===== src/rtl/sar_pkg.sv =====
// Shared types and width helpers for the SAR ADC sequencer and its accumulator.
package sar_pkg;

   localparam int SAR_N_BITS = 10;

   typedef enum logic [1:0] {
      IDLE,
      CONVERT,
      SETTLE,
      PUSH
   } seq_state_e;

   // Accumulator is wide enough for 2^avg_log2 full-scale samples.
   function automatic int acc_width(input int n_bits, input int avg_log2);
      return n_bits + avg_log2;
   endfunction

endpackage


===== src/rtl/sar_avg_accum.sv =====
// Sums 2^AVG_LOG2 ADC samples and presents the truncated average of the set
// that completes with the current sample.
module sar_avg_accum
   import sar_pkg::*;
#(
   parameter int N_BITS   = SAR_N_BITS,
   parameter int AVG_LOG2 = 2
) (
   input  logic              clk,
   input  logic              reset,
   input  logic              add_i,
   input  logic              clear_i,
   input  logic [N_BITS-1:0] sample_i,
   output logic              done_o,
   output logic [N_BITS-1:0] avg_o
);

   localparam int ACC_W = acc_width(N_BITS, AVG_LOG2);
   localparam int CNT_W = AVG_LOG2 + 1;
   localparam logic [CNT_W-1:0] LAST_IDX = CNT_W'((1 << AVG_LOG2) - 1);

   logic [ACC_W-1:0] acc_q, acc_d, sum;
   logic [CNT_W-1:0] cnt_q, cnt_d;

   assign sum    = acc_q + ACC_W'(sample_i);
   assign done_o = add_i && (cnt_q == LAST_IDX);
   assign avg_o  = N_BITS'(sum >> AVG_LOG2);

   // NOTE: every always_comb output gets a default first so no path can infer a latch.
   always_comb begin
      acc_d = acc_q;
      cnt_d = cnt_q;
      if (clear_i || done_o) begin
         acc_d = '0;
         cnt_d = '0;
      end else if (add_i) begin
         acc_d = sum;
         cnt_d = cnt_q + 1'b1;
      end
   end

   // NOTE: sequential state uses non-blocking assignments so all flops update together.
   always_ff @(posedge clk or negedge reset) begin
      if (!reset) begin
         acc_q <= '0;
         cnt_q <= '0;
      end else begin
         acc_q <= acc_d;
         cnt_q <= cnt_d;
      end
   end

endmodule


===== src/rtl/sar_conv_sequencer.sv =====
// Drives the SAR ADC hold/eoc handshake, averages results and streams them out
// on valid/ready, with a conversion timeout guarding against a stuck converter.
module sar_conv_sequencer
   import sar_pkg::*;
#(
   parameter int N_BITS         = SAR_N_BITS,
   parameter int AVG_LOG2       = 2,
   parameter int GAP_CYCLES     = 4,
   parameter int TIMEOUT_CYCLES = 64
) (
   input  logic              clk,
   input  logic              reset,
   input  logic              enable,
   output logic              adc_hold,
   input  logic              adc_eoc,
   input  logic [N_BITS-1:0] adc_result,
   output logic [N_BITS-1:0] avg_data,
   output logic              avg_valid,
   input  logic              avg_ready,
   output logic              timeout_err,
   input  logic              err_clear
);

   localparam int TO_W  = $clog2(TIMEOUT_CYCLES) + 1;
   localparam int GAP_W = $clog2(GAP_CYCLES + 1);

   seq_state_e        state_q, state_d;
   logic              eoc_q;
   logic              eoc_rise;
   logic [TO_W-1:0]   to_q, to_d;
   logic [GAP_W-1:0]  gap_q, gap_d;
   logic              sample_add;
   logic              timeout_hit;
   logic              acc_clear;
   logic              acc_done;
   logic              push_load;
   logic [N_BITS-1:0] acc_avg;
   logic [N_BITS-1:0] avg_data_q;
   logic              avg_valid_q;
   logic              err_q;

   // A stale eoc still high from the previous conversion never counts; only a rise does.
   assign eoc_rise    = adc_eoc & ~eoc_q;
   assign sample_add  = (state_q == CONVERT) & eoc_rise;
   assign timeout_hit = (state_q == CONVERT) & ~eoc_rise &
                        (to_q == TO_W'(TIMEOUT_CYCLES - 1));
   assign push_load   = sample_add & acc_done;

   sar_avg_accum #(
      .N_BITS   (N_BITS),
      .AVG_LOG2 (AVG_LOG2)
   ) u_accum (
      .clk      (clk),
      .reset    (reset),
      .add_i    (sample_add),
      .clear_i  (acc_clear),
      .sample_i (adc_result),
      .done_o   (acc_done),
      .avg_o    (acc_avg)
   );

   always_comb begin
      state_d   = state_q;
      to_d      = '0;
      gap_d     = '0;
      acc_clear = 1'b0;
      case (state_q)
         IDLE: begin
            if (enable) state_d = CONVERT;
         end
         CONVERT: begin
            if (sample_add) begin
               state_d = acc_done ? PUSH : SETTLE;
            end else if (timeout_hit) begin
               state_d   = SETTLE;
               acc_clear = 1'b1;
            end else begin
               to_d = to_q + 1'b1;
            end
         end
         SETTLE: begin
            if (gap_q == GAP_W'(GAP_CYCLES - 1)) begin
               if (enable) begin
                  state_d = CONVERT;
               end else begin
                  state_d   = IDLE;
                  acc_clear = 1'b1;
               end
            end else begin
               gap_d = gap_q + 1'b1;
            end
         end
         PUSH: begin
            if (avg_ready) state_d = SETTLE;
         end
         default: state_d = IDLE;
      endcase
   end

   always_ff @(posedge clk or negedge reset) begin
      if (!reset) begin
         state_q     <= IDLE;
         eoc_q       <= 1'b0;
         to_q        <= '0;
         gap_q       <= '0;
         avg_data_q  <= '0;
         avg_valid_q <= 1'b0;
         err_q       <= 1'b0;
      end else begin
         state_q <= state_d;
         eoc_q   <= adc_eoc;
         to_q    <= to_d;
         gap_q   <= gap_d;
         if (push_load) begin
            avg_data_q  <= acc_avg;
            avg_valid_q <= 1'b1;
         end else if ((state_q == PUSH) && avg_ready) begin
            avg_valid_q <= 1'b0;
         end
         // A timeout in the same cycle as err_clear keeps the flag set.
         if (timeout_hit) begin
            err_q <= 1'b1;
         end else if (err_clear) begin
            err_q <= 1'b0;
         end
      end
   end

   assign adc_hold    = (state_q == CONVERT);
   assign avg_data    = avg_data_q;
   assign avg_valid   = avg_valid_q;
   assign timeout_err = err_q;

endmodule


===== config.mk =====
export PLATFORM = sky130hd
export DESIGN_NAME = sar_conv_sequencer
export DESIGN_NICKNAME = d
export VERILOG_FILES = /design/src/rtl/sar_pkg.sv /design/src/rtl/sar_avg_accum.sv /design/src/rtl/sar_conv_sequencer.sv
export SDC_FILE = /design/constraint.sdc
export NUM_CORES = 1
export LEC_CHECK = 0
export ABC_AREA = 1
export BUFFER_PORTS_ARGS = -buffer_cell sky130_fd_sc_hd__buf_2
export CAP_MARGIN = 20
export CELL_PAD_IN_SITES_DETAIL_PLACEMENT = 1
export CELL_PAD_IN_SITES_GLOBAL_PLACEMENT = 1
export CORE_AREA = 3 3 80 82
export CTS_CLUSTER_DIAMETER = 40
export CTS_CLUSTER_SIZE = 12
export DETAILED_ROUTE_END_ITERATION = 10
export DIE_AREA = 0 0 83 85
export MAX_ROUTING_LAYER = met4
export PLACE_DENSITY_LB_ADDON = 0.1
export RECOVER_POWER = 50
export SYNTH_ARGS = -nofsm -noshare
export SYNTH_HDL_FRONTEND = slang
export SYNTH_HIERARCHICAL = 1
export SYNTH_SLANG_ARGS = --single-unit

===== constraint.sdc =====
create_clock -name clk -period 2.1 [get_ports clk]
set_clock_uncertainty 0.05 [all_clocks]
set_input_delay 0.21 -clock clk [delete_from_list [all_inputs] [get_ports clk]]
set_output_delay 0.21 -clock clk [all_outputs]
set_load 0.05 [all_outputs]

### Word-level counts from Yosys, hierarchy flattened

Index checks and enable logic that the tools add are counted.

| word-level totals | value |
|---|---|
| register bits after elaboration | 40 |
| bits of input ports | 16 |
| output and inout bits | 13 |

| cells by class | value |
|---|---|
| $add $sub $neg | 4 |
| equality and inequality tests | 10 |
| muxes and demuxes | 26 |
| bitwise logic cells | 7 |
| reduce and logical (&&, ||, !) cells | 8 |

Operators with widths:

| kind | number |
|---|---|
| 12-bit two-way mux | 2 |
| 7-bit two-way mux | 3 |
| 12-bit by 10-bit adder with 12-bit output | 1 |
| 3-bit two-way mux | 4 |
| 1-bit two-way mux | 10 |
| 2-bit two-way mux | 5 |
| 2-bit case mux with 4 select lines | 1 |
| 7-bit by 1-bit adder with 7-bit output (second input constant) | 1 |
| 7-bit by 6-bit equality test with 1-bit output (second input constant) | 1 |
| 3-bit by 1-bit adder with 3-bit output (second input constant) | 2 |
| 3-bit by 2-bit equality test with 1-bit output (second input constant) | 2 |
| 2-bit != test (second input constant) | 3 |
| 2-bit nonzero test | 3 |
| 1-bit AND | 5 |
| 2-bit equality test (second input constant) | 2 |
| 4-bit AND reduction | 1 |
| 3-bit by 1-bit != test with 1-bit output (second input constant) | 1 |
| 2-bit by 1-bit equality test with 1-bit output (second input constant) | 1 |
| 1-bit logical AND | 2 |
| 2-bit zero test | 1 |
| 1-bit NOT | 2 |
| 1-bit case mux with 2 select lines | 1 |
| 1-bit logical OR | 1 |

### Logic depth before layout (Yosys ltp)

Gate-level depths: netlist of run 1.

| depth | value |
|---|---|
| word-level depth | 10 |
| gate-level depth with buffers | 12 |
| depth with buffers taken out | 11 |

### Hierarchy

Netlist of run 1, hierarchy kept.

By module, submodules not included:

| module | times used | cells each | area each (sq um) |
|---|---|---|---|
| sar_avg_accum | 1 | 179 | 1247.4 |
| sar_conv_sequencer | 1 | 132 | 1207.4 |

### Worst setup path before layout of run 1

OpenSTA, ideal clock, no wires.

| timing | value |
|---|---|
| path type | register to register |
| start | reg state_q[1] |
| end | reg u_accum.acc_q[3] |
| arrival time | 1987 ps |
| required time | 1921 ps |
| slack | -66 ps |
| stages on the path, launching flop included | 13 |
| buffers on the path | 1 |
| clock period less this slack | 2166 ps |
| cell sequence | dfrtp_1 -> inv_1 -> ha_1 -> inv_2 -> nor2_8 -> nand3_2 -> a21boi_1 -> nor2_1 -> nand2_1 -> inv_1 -> buf_4 -> nand2_1 -> o21ai_0 |

| between the ends | value |
|---|---|
| longest elaborated chain between the ends | 8 |

RTL lines:

| element | line | text |
|---|---|---|
| start, declared | sar_conv_sequencer.sv:27 | `seq_state_e state_q, state_d;` |
| start signal, assigned | sar_conv_sequencer.sv:110 | `state_q <= state_d;` |
| 2-bit by 1-bit equality test with 1-bit output * | n/a |  |
| named net adc_hold | sar_conv_sequencer.sv:14 | `output logic adc_hold,` |
| 1-bit AND (2 in series) | sar_conv_sequencer.sv:45 | `assign timeout_hit = (state_q == CONVERT) & ~eoc_rise &` |
| 1-bit two-way mux | sar_conv_sequencer.sv:74 | `end else if (timeout_hit) begin` |
| 1-bit two-way mux | sar_conv_sequencer.sv:72 | `if (sample_add) begin` |
| 1-bit case mux with 2 select lines * | sar_conv_sequencer.sv:67 | `case (state_q)` |
| named net acc_clear | sar_conv_sequencer.sv:34 | `logic acc_clear;` |
| 1-bit logical OR * | sar_avg_accum.sv:33 | `if (clear_i \|\| done_o) begin` |
| 12-bit two-way mux or 2-bit nonzero test (tied branches) | n/a |  |
| end signal, assigned | sar_avg_accum.sv:45 | `acc_q <= '0;` |
| end signal, assigned | sar_avg_accum.sv:48 | `acc_q <= acc_d;` |
| end, declared | sar_avg_accum.sv:22 | `logic [ACC_W-1:0] acc_q, acc_d, sum;` |

The timed path passes the listed nets; every way through them passes the cells marked *.
A chain may end at the register's enable or synchronous reset.

### Worst setup path in the final report of run 1

| timing | value |
|---|---|
| start | reg u_accum.acc_q[0] |
| end | reg avg_data_q[6] (netlist: avg_data[6]) |

| between the ends | value |
|---|---|
| longest elaborated chain between the ends | 1 |

RTL lines:

| element | line | text |
|---|---|---|
| 12-bit by 10-bit adder with 12-bit output | sar_avg_accum.sv:25 | `assign sum = acc_q + ACC_W'(sample_i);` |
| named net acc_avg[6] | sar_conv_sequencer.sv:37 | `logic [N_BITS-1:0] acc_avg;` |
| end signal, assigned | sar_conv_sequencer.sv:115 | `avg_data_q <= acc_avg;` |
| end, declared | sar_conv_sequencer.sv:38 | `logic [N_BITS-1:0] avg_data_q;` |

The timed path passes the listed nets, and every way through them passes these cells.

==> results by stage, run 1 <==
Run status:
- The flow ran to the end, and the final reports show no timing, DRC or antenna violations.

Critical path:
- The family with the most delay on the worst path is adder cells.
- The peak fanout along the critical path is 3.
- By startpoint and endpoint, the worst setup path is classified as reg2reg.
- Counting both buffers and inverters, the worst setup path holds a total of 1.
- In this run the worst setup path begins at u_accum/acc_q[0]$_DFFE_PN0P_.
- Walking the worst path, the cells encountered are ha_1 -> inv_1 -> fa_1 -> nor2_2 -> o21ai_0 -> nand2_1 -> nand2_1 -> and2_1 -> nand2_1 -> nand2_1.
- The largest incremental delay on the critical path is 430 ps.
- The beginning of the worst register-to-register path is u_accum/acc_q[0]$_DFFE_PN0P_.
- The standard cell with the maximum stage delay on the critical path is sky130_fd_sc_hd__fa_1.
- The endpoint class of the critical path is a flip-flop.
- STA classifies the critical path startpoint as a flip-flop.
- Data arrives at the worst endpoint at 2060 ps.
- The critical path's most frequent cell is sky130_fd_sc_hd__nand2_1.
- The worst endpoint required time is around 2200 ps.

Layout:
- The post-layout net count is approximately 390.
- The summed area of non-filler cells in the final layout is between 2000 and 3000 um^2.
- The share of final-layout standard cells stronger than drive strength 1 is 0.193.
- The synthesis-to-layout area growth is 17.2%.
- The number of inserted filler cells in the final layout is 740.
- Registers take 1000 um^2.
- Leaving out fill and tap cells, the most frequent cells in the layout are sky130_fd_sc_hd__nand2_1, sky130_fd_sc_hd__inv_1, sky130_fd_sc_hd__dfrtp_1, sky130_fd_sc_hd__buf_2, sky130_fd_sc_hd__nor2_1.
- Leaving out fill and tap cells, the most frequent cell in the layout is sky130_fd_sc_hd__nand2_1.
- The multi-input logic area is between 1000 and 1500 um^2.
- The number of antenna diodes in the final layout is 0.

Synthesis:
- Counting flops and latches in the post-synthesis netlist gives 40.
- Of the post-synthesis cell area, the part taken by muxes is 0.
- The synthesized area per cell is between 7 and 8 um^2.
- Counting every net in the synthesized netlist gives about 350.
- Of the total synthesized cell area, the portion taken by AND, OR, NAND and NOR gates is 0.344.
- The proportion of netlist area held by the largest area contributor is 0.408.
- The distinct cell type count of the synthesized netlist is 34.
- For this run, the register share of the synthesized area comes to 0.408.
- Of the total synthesized cell area, the portion taken by XOR and XNOR cells is 0.0209.
- The post-synthesis compound-gate area fraction is 0.0499.
- The number of warning messages in the yosys log is 6.
- Ranked by total cell area, the synthesized netlist is headed by sky130_fd_sc_hd__dfrtp_1, sky130_fd_sc_hd__nand2_1, sky130_fd_sc_hd__ha_1, sky130_fd_sc_hd__inv_1, sky130_fd_sc_hd__nand3_1.
- The cell taking the most area after synthesis is sky130_fd_sc_hd__dfrtp_1.
- The instance count of the mapped netlist is between 300 and 400.
- In this run the cell area of the synthesized design comes to approximately 2500 um^2.
- The combinational family with the most area after synthesis is simple AND/OR/NAND/NOR gates.
- Of the total synthesized cell area, the portion taken by full adders, half adders and majority gates is 0.0999.

Detailed routing:
- In the final routed layout, each cell accounts on average for about 14 um.
- The count of nets left with antenna violations once routing finished came out at 0.
- The sum of routed wire length over all layers is roughly 5.8 mm.
- The detailed router placed approximately 2100 vias in this run.
- The post-route DRC violation count is 0.
- The first-iteration detailed-routing DRC count is 69.
- The average vias per placed instance is 4.84.
- The length of the first detailed-routing pass in iterations is 4.

STA:
- The number of failing setup endpoints in the final timing report is 0.
- The number of max-slew violations in the final report is 0.
- The headroom to the max-slew limit is 0.329.
- The post-route worst hold slack is approximately 40 ps.
- Dividing the final minimum period by the clock period gives 0.918.
- At the pin with the least slew margin, the transition time is just over 1000 ps.
- After layout, the minimum clock period comes to approximately 1900 ps.
- The total count of hold-check failures in the final report is 0.
- Setup repair after global routing left no endpoint under its margin.
- Timing would allow up to ~520 MHz.
- The worst path meets setup with 173 ps of slack.
- The setup TNS is 0 ps.

Floorplan:
- The floorplan die area is just over 7000 um^2.
- Pin placement for this block handled 29 I/O pins.
- The number of rows created at floorplan is 28.
- The core area is between 5000 and 6000 um^2.
- The die height is between 80 and 90 um.
- The starting density of the core is 0.422.
- In this run the horizontal extent of the chip is a little over 80 um.

Min path:
- The startpoint of the most critical hold path is err_clear.
- The type of the tightest min-delay check is in2reg.

Power:
- The reported leakage power is roughly 0.0016 uW.
- Of the total power, combinational logic draws 0.471.
- Of the total power, registers draw 0.314.
- Dividing total power by cell area gives a power density of 1190 nW/um^2.
- Cell internal power was estimated by the tool at 2040 uW.
- Of the total power, the clock network draws 0.215.
- For this design the total switching power over the nets is 1390 uW.
- IR analysis of the VDD net gives a maximum drop of around 0.00047 V.
- The net switching share of the total power is 0.405.
- The design draws 3430 uW.

Clocking:
- The clock passes through at most 2 buffers.
- The total CTS buffers is 5.
- The clock drives 40 sinks.
- TritonCTS built the clock tree.
- The tree is rooted in a sky130_fd_sc_hd__clkbuf_8.
- The CTS H-tree depth is 2.
- The clock latency on the worst-skew pair is 290 ps.
- After clock tree synthesis, the clock-pin slew on the worst setup and hold paths is around 80 ps.

Placement:
- The count of port buffers added during placement is 28.
- After detailed placement, the total cell area comes to between 2000 and 3000 um^2.
- The pre-CTS worst setup slack is 84.7 ps.
- The congestion estimate from routability-driven global placement came to just over 0.8.
- The sum of net half-perimeters after detailed placement is approximately 4.5 mm.

GRT:
- The number of antenna violations at the first check in global routing was 0.
- The final global-route overflow total is 0.
- The number of global-route vias before repair is between 2000 and 2500.
- The global-route wire length before repair is ~10 mm.
- The overall fraction of global-route tracks in use is 0.185.
- The largest net degree at the start of global routing is 41.

Run:
- The max capacitance violation total is 0.
[logic make-up after synthesis]
kind of cell | after synthesis
simple gates | 178
fa+ha+maj | 19
xor+xnor | 5
compound gates | 20
buf+inv | 49
flops | 40
[flip-flops by register name, summed over array words and instances, names as in the netlist]
signal	count
u_accum/acc_q	12
u_accum/cnt_q	3
eoc_q	1
avg_valid	1
state_q	2
avg_data	10
gap_q	3
timeout_err	1
to_q	7
[cell type report]
| cell class | instances | area share |
|---|---|---|
| multi-input combinational | 222 | 0.445 |
| sequential | 40 | 0.348 |
| timing repair buffer | 36 | 0.0674 |
| inverter | 47 | 0.0626 |
| tap | 75 | 0.0326 |
| clock buffer | 5 | 0.0239 |
| clock inverter | 2 | 0.0209 |
[cells in the mapped netlist]
library cell                 n
sky130_fd_sc_hd__a21boi_0    1
sky130_fd_sc_hd__a21boi_1    1
sky130_fd_sc_hd__a21oi_1     7
sky130_fd_sc_hd__a22o_1      3
sky130_fd_sc_hd__and2_1      6
sky130_fd_sc_hd__buf_4       2
sky130_fd_sc_hd__dfrtp_1    40
sky130_fd_sc_hd__fa_1        1
sky130_fd_sc_hd__ha_1       18
sky130_fd_sc_hd__inv_1      41
sky130_fd_sc_hd__inv_2       6
sky130_fd_sc_hd__nand2_1   108
sky130_fd_sc_hd__nand2_2     5
sky130_fd_sc_hd__nand2_4     2
sky130_fd_sc_hd__nand3_1    17
sky130_fd_sc_hd__nand3_2     2
sky130_fd_sc_hd__nand3b_1    2
sky130_fd_sc_hd__nand4_1     4
sky130_fd_sc_hd__nand4_2     1
sky130_fd_sc_hd__nor2_1     19
sky130_fd_sc_hd__nor2_2      3
sky130_fd_sc_hd__nor2_4      2
sky130_fd_sc_hd__nor2_8      2
sky130_fd_sc_hd__nor3_1      1
sky130_fd_sc_hd__nor3b_2     1
sky130_fd_sc_hd__o21ai_0     4
sky130_fd_sc_hd__o21ai_1     1
sky130_fd_sc_hd__o21ai_2     1
sky130_fd_sc_hd__o22ai_1     2
sky130_fd_sc_hd__or2_1       2
sky130_fd_sc_hd__or2_2       1
sky130_fd_sc_hd__xnor2_1     3
sky130_fd_sc_hd__xor2_1      1
sky130_fd_sc_hd__xor2_2      1
[worst reg2reg max path, cell delays in order, from the launching register on]
cell,delay (ps)
sky130_fd_sc_hd__dfrtp_1,350
sky130_fd_sc_hd__ha_1,190
sky130_fd_sc_hd__inv_1,70
sky130_fd_sc_hd__fa_1,430
sky130_fd_sc_hd__nor2_2,160
sky130_fd_sc_hd__o21ai_0,150
sky130_fd_sc_hd__nand2_1,110
sky130_fd_sc_hd__nand2_1,70
sky130_fd_sc_hd__and2_1,140
sky130_fd_sc_hd__nand2_1,60
sky130_fd_sc_hd__nand2_1,50
[power by group through the flow]
stage | logic (uW) | clock network, uW | registers [uW]
3_5_place_dp | 1590 | 0 | 1090
3_3_place_gp | 1550 | 0 | 1080
5_1_grt | 1860 | 795 | 1100
6_report | 1610 | 737 | 1080
2_1_floorplan | 1190 | 0 | 1090
4_1_cts | 1610 | 760 | 1070
[metrics by stage]
step | util | instances
2_1_floorplan | - | 311
3_3_place_gp | 0.465 | 416
3_5_place_dp | 0.465 | 416
4_1_cts | 0.489 | 424
5_1_grt | 0.495 | 427
6_report | 0.495 | 427
[routing by layer]
metal	wire length, um	up-vias	GRT usage
met5	0	-	-
met2	3070	25	0.341
li1	-	1043	-
met1	2520	990	0.202
met3	142	7	0.0340
met4	82	0	0.0535
[worst paths after layout]
path / cells past startpoint / slack, ps / end
worst min-delay path: 2 / 40 / timeout_err$_DFFE_PN0P_
worst max-delay path: 10 / 170 / avg_data[6]$_DFFE_PN0P_
min in group asynchronous: 3 / 650 / to_q[2]$_DFF_PN0_
worst min register to register: 1 / 380 / gap_q[0]$_DFF_PN0_
worst max register to register: 10 / 170 / avg_data[6]$_DFFE_PN0P_
max in group asynchronous: 3 / 730 / u_accum/acc_q[10]$_DFFE_PN0P_
[timing repair]
item,CTS,global route
setup buffers,0,3
endpoints found under the hold margin,40,0
endpoints found under the setup margin,0,14
resized for setup,0,4
hold buffers,1,0
No activity file was read; power rests on OpenSTA's default activity.
==> run 2, diff against run 1 <==
--- a/config.mk
+++ b/config.mk
@@ -10,14 +10,15 @@
 export CAP_MARGIN = 20
 export CELL_PAD_IN_SITES_DETAIL_PLACEMENT = 1
 export CELL_PAD_IN_SITES_GLOBAL_PLACEMENT = 1
-export CORE_AREA = 3 3 80 82
+export CORE_AREA = 2 2 79 81
 export CTS_CLUSTER_DIAMETER = 40
 export CTS_CLUSTER_SIZE = 12
 export DETAILED_ROUTE_END_ITERATION = 10
-export DIE_AREA = 0 0 83 85
+export DIE_AREA = 0 0 81 83
 export MAX_ROUTING_LAYER = met4
 export PLACE_DENSITY_LB_ADDON = 0.1
 export RECOVER_POWER = 50
+export SETUP_SLACK_MARGIN = 0.4
 export SYNTH_ARGS = -nofsm -noshare
 export SYNTH_HDL_FRONTEND = slang
 export SYNTH_HIERARCHICAL = 1
==> results by stage, run 2 (same netlist as run 1, synthesis figures left out) <==
Placement:
- The count of placed standard cells including taps was 415 (-0.24%).
- The count of port buffers added during placement is 28 (unchanged).
- The sum of net half-perimeters after detailed placement is 4.83 mm (+7.7%).
- The global placer's final weighted congestion is 0.836 (+0.86%).

Detailed routing:
- The final antenna-violating net count came to 0 (unchanged).
- The post-route DRC violation count is 0 (unchanged).
- The detail-routed net length per standard cell came to 16.5 um (+21%).
- The first-iteration detailed-routing DRC count is 85 (+23%).
- The detailed-route via count is 2202 (+6.6%).
- The length of the first detailed-routing pass in iterations is 4 (unchanged).
- The average vias per placed instance is 4.95 (+2.3%).
- The sum of routed wire length over all layers is 7.32 mm (+26%).

Critical path:
- The beginning of the critical path is state_q[0]$_DFFE_PN0P_.
- The depth of the worst register-to-register path came to 9 (-1).
- The critical path endpoint is u_accum/acc_q[0]$_DFFE_PN0P_.
- The startpoint identified for the worst register-to-register timing path is state_q[0]$_DFFE_PN0P_.
- The endpoint of the worst register-to-register path is u_accum/acc_q[0]$_DFFE_PN0P_.
- The endpoint class of the critical path is a flip-flop.
- The peak fanout along the critical path is 7 (+4).
- The arrival time of the worst setup path is 1980 ps (-80 ps).
- The critical path class is reg2reg.
- The worst endpoint required time is 2230 ps (about the same).
- STA classifies the critical path startpoint as a flip-flop.
- The register-to-register path setup slack is 250 ps (+70 ps).

Power:
- The total power per unit cell area is 1240 nW/um^2 (+3.8%).
- The reported leakage power is 0.00179 uW (+8.7%).
- The peak supply drop is 0.000686 V (+47%).

Floorplan:
- The die height came to 83 um (-2.4%).
- The core area is 5820 um^2 (unchanged).
- The number of rows created at floorplan is 28 (unchanged).
- The starting density of the core is 0.422 (unchanged).
- The chip width is 81 um (-2.4%).
- The floorplan die area is 6720 um^2 (-4.7%).
- The top-level port count was 29 (unchanged).

Layout:
- The register with the most flip-flops is u_accum/acc_q.
- The most common cell after layout, fill and taps aside is sky130_fd_sc_hd__nand2_1.
- The filler-free cell count of the finished design is 445 (+4.2%).
- The antenna diode count was 0 (unchanged).
- The synthesis-to-layout area growth is 38.5%.
- The library cells used most frequently in the layout, excluding fill and tap cells, are sky130_fd_sc_hd__nand2_1, sky130_fd_sc_hd__dfrtp_1, sky130_fd_sc_hd__inv_1, sky130_fd_sc_hd__buf_2, sky130_fd_sc_hd__nand2_2.
- The number of inserted filler cells in the final layout came to 718 (-3.0%).
- The share of final-layout standard cells stronger than drive strength 1 came to 0.405 (+0.212).
- The post-layout net count was 404 (+4.4%).
- The number of flip-flops under the largest register name is 12 (unchanged).

GRT:
- The number of antenna violations at the first check in global routing came to 0 (unchanged).
- The number of global-route vias before repair came to 2327 (+2.6%).
- The final global-route overflow total was 0 (unchanged).
- The overall fraction of global-route tracks in use is 0.225 (+0.0400).
- The global-route wire length before repair was 11.3 mm (+11%).
- The largest net degree at the start of global routing is 26 (-37%).

Min path:
- The min-delay analysis places its worst path in the category in2reg.
- The startpoint of the most critical hold path is err_clear.

Clocking:
- The clock tree from TritonCTS is built.
- The number of sinks driven by the clock tree is 40 (unchanged).
- The total CTS buffers is 5 (unchanged).
- The tree is rooted in a sky130_fd_sc_hd__clkbuf_8.
- The CTS H-tree depth was 2 (unchanged).
- The clock latency on the worst-skew pair came to 290 ps (about the same).
- The deepest clock path buffer count was 2 (unchanged).
- The clock transition at the register clock pins on the worst setup and hold paths after CTS came to 80 ps (about the same).

STA:
- The time the final worst path needs with I/O delays and setup is 1850 ps (-74.7 ps).
- Setup repair after global routing could not meet its margin everywhere.
- The total count of hold-check failures in the final report came to 0 (unchanged).
- The setup TNS came to 0 ps (unchanged).
- The number of max-slew violations in the final report came to 0 (unchanged).
- The post-route fraction of the period consumed by the critical path is 0.882 (-0.0356).
- The headroom to the max-slew limit is 0.595 (+0.267).
- The number of failing setup endpoints in the final timing report is 0 (unchanged).
- The transition at the pin with the smallest max-transition slack came to 610 ps (-397 ps).
- The fmax is 540 MHz (+4.0%).

Run:
- The max capacitance violation total is 0 (unchanged).

Run status:
- The flow ran to the end, and the final reports show no timing, DRC or antenna violations.
-- run 2: where the power goes --
group | switching, uW | internal, uW | total, uW
registers | 177 | 950 | 1130
logic | 1340 | 1040 | 2380
clock network | 280 | 420 | 700
-- run 2: what timing repair did --
item	4_1_cts	5_1_grt
setup endpoints to repair	26	26
pin swaps	13	35
buffers inserted	13	6
cloned	1	1
hold buffers	1	0
endpoints found under the hold margin	23	0
gates resized for setup	33	63
-- run 2: worst min-delay path by stage --
stage	end	slack, ps	cells past startpoint
6_report	timeout_err$_DFFE_PN0P_	40	2
5_1_grt	timeout_err$_DFFE_PN0P_	20	2
4_1_cts	timeout_err$_DFFE_PN0P_	30	2
3_5_place_dp	to_q[3]$_DFF_PN0_	210	1
3_3_place_gp	to_q[3]$_DFF_PN0_	200	1
2_1_floorplan	avg_data[0]$_DFFE_PN0P_	-140	0
-- run 2: layer usage --
metal / routed length (um) / up-vias / part of all wire / GRT usage
met4: 63 / 0 / 0.0086 / 0.0508
met5: 0 / - / 0 / -
li1: - / 1087 / - / -
met1: 3220 / 1086 / 0.44 / 0.274
met3: 148 / 6 / 0.020 / 0.0348
met2: 3890 / 23 / 0.53 / 0.387
-- run 2: final cells by class --
| type | instances | area (um^2) | area share |
|---|---|---|---|
| clock buffer | 7 | 96.3 | 0.0283 |
| clock inverter | 1 | 30.0 | 0.00883 |
| inverter | 47 | 196 | 0.0578 |
| multi-input combinational | 222 | 1660 | 0.488 |
| sequential | 40 | 1000 | 0.294 |
| tap | 75 | 93.8 | 0.0276 |
| timing repair buffer | 51 | 310 | 0.0912 |
| timing repair inverter | 2 | 12.5 | 0.00368 |
-- run 2: worst max-delay path, cell delays in order, from the launching register on --
cell and delay, ps:
sky130_fd_sc_hd__dfrtp_1 450, sky130_fd_sc_hd__ha_1 310, sky130_fd_sc_hd__inv_4 70, sky130_fd_sc_hd__nor2_8 100, sky130_fd_sc_hd__nand3_4 80, sky130_fd_sc_hd__a21boi_4 190, sky130_fd_sc_hd__nor2_4 70, sky130_fd_sc_hd__nand2_4 120
sky130_fd_sc_hd__inv_6 60, sky130_fd_sc_hd__a22o_1 230
-- run 2: stage by stage --
stage / setup WS, ps / cell area (um^2) / util / total power [uW] / hold WS (ps)
after CTS: 310 / 3120 / 0.536 / 3740 / 28.0
after detailed placement: 66.5 / 2720 / 0.467 / 2700 / 215
final: 248 / 3400 / 0.585 / 4200 / 39.4
after global routing: 134 / 3400 / 0.585 / 4520 / 17.2
after floorplan: 341 / 2480 / - / 2310 / -136
after global placement: 56.6 / 2720 / 0.467 / 2650 / 202
==> run 3, diff against run 2 <==
--- a/config.mk
+++ b/config.mk
@@ -21,5 +21,4 @@
 export SETUP_SLACK_MARGIN = 0.4
 export SYNTH_ARGS = -nofsm -noshare
 export SYNTH_HDL_FRONTEND = slang
-export SYNTH_HIERARCHICAL = 1
 export SYNTH_SLANG_ARGS = --single-unit
==> results by stage, run 3 <==
Run status:
- The flow ran to the end, and the final reports show no timing, DRC or antenna violations.

Clocking:
- The clock latency on the worst-skew pair is 290 ps (about the same).
- The number of sinks driven by the clock tree came to 40 (unchanged).
- The deepest clock path buffer count was 2 (unchanged).
- The CTS H-tree depth is 2 (unchanged).
- The clock root buffer is sky130_fd_sc_hd__clkbuf_8.
- The clock transition at the register clock pins on the worst setup and hold paths after CTS came to 90 ps (about the same).
- TritonCTS built the clock tree.
- The total CTS buffers came to 5 (unchanged).

STA:
- The setup TNS was 0 ps (unchanged).
- The number of max-slew violations in the final report is 0 (unchanged).
- The time the final worst path needs with I/O delays and setup is 1680 ps (-169 ps).
- Setup repair after global routing could not meet its margin everywhere.
- The transition at the pin with the smallest max-transition slack came to 1060 ps (+450 ps).
- The total count of hold-check failures in the final report is 0 (unchanged).
- The number of failing setup endpoints in the final timing report came to 0 (unchanged).
- The fmax is 594 MHz (+10%).
- The headroom to the max-slew limit is 0.294 (-0.302).
- The final worst-path setup slack is 416 ps (+169 ps).
- The post-route fraction of the period consumed by the critical path is 0.802 (-0.0803).

Synthesis:
- The most common flop cell mapped by yosys is sky130_fd_sc_hd__dfrtp_1.
- The cell taking the most area after synthesis is sky130_fd_sc_hd__dfrtp_1.
- The netlist area before placement came to 2390 um^2 (-2.8%).
- The simple logic cell fraction of the synthesized area is 0.312 (-0.0312).
- The xor and xnor fraction of the mapped netlist area is 0.0257 (+0.00478).
- The synthesized area per cell is 7.51 um^2 (-4.9%).
- The instance count of the mapped netlist is 318 (+2.3%).
- The number of enable flip-flop cells after synthesis came to 0 (unchanged).
- The synthesized-area fraction occupied by adder cells came to 0.108 (+0.00807).
- The post-synthesis compound-gate area fraction was 0.0466 (-0.00330).
- Counting instances in the post-synthesis netlist gives the leading cell types as sky130_fd_sc_hd__nand2_1, sky130_fd_sc_hd__inv_1, sky130_fd_sc_hd__dfrtp_1.
- The post-synthesis sequential element count is 40 (unchanged).
- The share of async-settable or async-resettable flops after synthesis is 1.00 (unchanged).
- The total nets after synthesis is 354 (+2.3%).
- The distinct cell type count of the synthesized netlist is 24 (-29%).
- The proportion of netlist area held by the largest area contributor was 0.419 (+0.0115).
- Yosys attributes the largest share of cell area to sky130_fd_sc_hd__dfrtp_1, sky130_fd_sc_hd__nand2_1, sky130_fd_sc_hd__ha_1, sky130_fd_sc_hd__inv_1, sky130_fd_sc_hd__nand3_1.
- The number of warning messages in the yosys log was 0 (-6).
- The part of the Yosys area used for sequential elements is 0.419 (+0.0115).
- The mux contribution to synthesized area is 0 (unchanged).
- The combinational family with the most area after synthesis is simple AND/OR/NAND/NOR gates.
- The most common cell in the synthesized netlist is sky130_fd_sc_hd__nand2_1.

Layout:
- The number of flip-flops under the largest register name is 12 (unchanged).
- The register with the most flip-flops is u_accum.acc_q.
- The share of final-layout standard cells stronger than drive strength 1 was 0.252 (-0.153).
- The post-layout net count was 400 (-0.99%).
- The library cell used most frequently in the layout, excluding fill and tap cells, is sky130_fd_sc_hd__nand2_1.
- The area growth from synthesis to layout is 28.4%.
- In the layout the commonest cells are sky130_fd_sc_hd__nand2_1, sky130_fd_sc_hd__inv_1, sky130_fd_sc_hd__dfrtp_1, sky130_fd_sc_hd__buf_2, sky130_fd_sc_hd__nor2_1.
- The antenna diode count is 0 (unchanged).

Detailed routing:
- The first-iteration detailed-routing DRC count came to 53 (-38%).
- The length of the first detailed-routing pass in iterations is 4 (unchanged).
- The sum of routed wire length over all layers is 6.30 mm (-14%).
- The detailed-route via count came to 2105 (-4.4%).
- The post-route DRC violation count is 0 (unchanged).
- The average vias per placed instance is 4.78 (-3.3%).
- The detail-routed net length per standard cell is 14.3 um (-13%).
- The final antenna-violating net count is 0 (unchanged).

GRT:
- The global routing stage identified its most utilized layer as met2.
- The number of global-route vias before repair is 2113 (-9.2%).
- The overall fraction of global-route tracks in use is 0.195 (-0.0301).
- The largest net degree at the start of global routing was 41 (+58%).
- The met2 capacity usage during global routing is 0.307 (-0.0796).
- The global-route wire length before repair is 10.0 mm (-12%).
- The fraction of met1 tracks used by global routing is 0.261 (-0.0135).
- The met3 layer usage reported by global route came to 0.0293 (-0.00543).
- The final global-route overflow total is 0 (unchanged).
- The number of antenna violations at the first check in global routing came to 0 (unchanged).

Floorplan:
- The number of rows created at floorplan came to 28 (unchanged).
- The top-level port count came to 29 (unchanged).
- The die height is 83 um (unchanged).
- The chip width was 81 um (unchanged).
- The floorplan die area is 6720 um^2 (unchanged).
- The core area is 5820 um^2 (unchanged).
- The starting density of the core is 0.410 (-0.0116).

Run:
- The max capacitance violation total is 0 (unchanged).

Placement:
- The pre-CTS worst setup slack is 242 ps (+176 ps).
- The count of port buffers added during placement was 28 (unchanged).
- The global placer's final weighted congestion came to 0.858 (+2.6%).
- The sum of net half-perimeters after detailed placement was 4.34 mm (-10%).

Critical path:
- The largest incremental delay on the critical path is 390 ps (-60 ps).
- The endpoint class of the critical path is a flip-flop.
- Traced cell by cell, the critical path runs through ha_2 -> buf_4 -> buf_4 -> nand3_1 -> nand3_2 -> nand2_2 -> nand2_2 -> xor2_2 -> nand2_1 -> nand2_1.
- The worst endpoint required time is 2240 ps (about the same).
- The critical path class is reg2reg.
- The peak fanout along the critical path came to 4 (-3).
- The standard cell with the maximum stage delay on the critical path is sky130_fd_sc_hd__dfrtp_1.
- The arrival time of the worst setup path is 1820 ps (-160 ps).
- The worst setup path is launched from a flip-flop.

Power:
- The reported leakage power is 0.00165 uW (-7.9%).
- The total power per unit cell area is 1350 nW/um^2 (+9.4%).
- The peak supply drop is 0.000795 V (+16%).

Min path:
- The min-delay analysis places its worst path in the category in2reg.
-- run 3: cell count changes in the layout (fill, tap and decap cells not counted), moves of 6 or more --
cell / previous run / this run
sky130_fd_sc_hd__nand2_4: 6 / 0
sky130_fd_sc_hd__buf_4: 18 / 7
sky130_fd_sc_hd__nand3_1: 8 / 14
sky130_fd_sc_hd__inv_1: 32 / 43
sky130_fd_sc_hd__nor2_1: 13 / 20
sky130_fd_sc_hd__nand2_1: 89 / 121
sky130_fd_sc_hd__nand2_2: 20 / 12
-- run 3: stage by stage --
stage / utilization / cell area, um^2 / hold slack [ps] / total power [uW] / instances
floorplan: - / 2400 / -136 / 2650 / 318
global placement: 0.454 / 2640 / 263 / 3060 / 422
detailed placement: 0.454 / 2640 / 269 / 3100 / 422
CTS: 0.492 / 2860 / 36.1 / 3910 / 434
global route: 0.527 / 3070 / 61.1 / 4480 / 440
finish: 0.527 / 3070 / 37.6 / 4150 / 440
-- run 3: critical path: cells and delay by family, from the launching register on --
kind                     cells  cell delay [ps]
AND/OR/NAND/NOR              6              510
flip-flops                   1              390
buffers and inverters        2              260
XOR/XNOR                     1              190
adder cells (fa/ha/maj)      1              180
-- run 3: repair_timing --
action                     in CTS  in global routing
buffers inserted                2                  5
setup endpoints to repair      24                 26
hold endpoints to repair       41                  0
cloned                          0                  1
gates resized for setup        16                 36
hold buffers                    2                  0
pin swaps                       2                 11
-- run 3: layout make-up --
class                           instances  area, um^2
Inverter                               49         188
Clock buffer                            6        82.6
Fill cell                             746        2750
Clock inverter                          2        38.8
Timing Repair Buffer                   41         254
Sequential cell                        40        1000
Tap cell                               75        93.8
Timing Repair inverter                  1        7.51
Multi-Input combinational cell        226        1400
-- run 3: routing by layer --
metal  share of wire  up-vias
met1            0.48     1006
met5               0        -
met4           0.013        0
met3           0.020        9
li1                -     1064
met2            0.49       26
-- run 3: cell families after synthesis --
kind of cell / after synthesis
fa+ha+maj: 20
buf+inv: 52
flops: 40
simple gates: 183
xor+xnor: 7
compound gates: 16
-- run 3: final timing paths --
| kind | startpoint | endpoint | slack, ps | depth (start not counted) |
|---|---|---|---|---|
| min in group asynchronous | reset | u_accum.acc_q[7]$_DFFE_PN0P_ | 680 | 3 |
| max | u_accum.acc_q[0]$_DFFE_PN0P_ | avg_data[3]$_DFFE_PN0P_ | 420 | 10 |
| min reg2reg | gap_q[0]$_DFF_PN0_ | gap_q[0]$_DFF_PN0_ | 380 | 1 |
| min | err_clear | timeout_err$_DFFE_PN0P_ | 40 | 2 |
| max reg2reg | u_accum.acc_q[0]$_DFFE_PN0P_ | avg_data[3]$_DFFE_PN0P_ | 420 | 10 |
| max in group asynchronous | reset | state_q[0]$_DFFE_PN0P_ | 680 | 3 |
-- run 3: power by group --
part / switching [uW] / internal [uW] / total [uW]
Combinational: 1450 / 795 / 2240
Clock: 291 / 389 / 680
Sequential: 200 / 1020 / 1220
Total: 1940 / 2210 / 4150
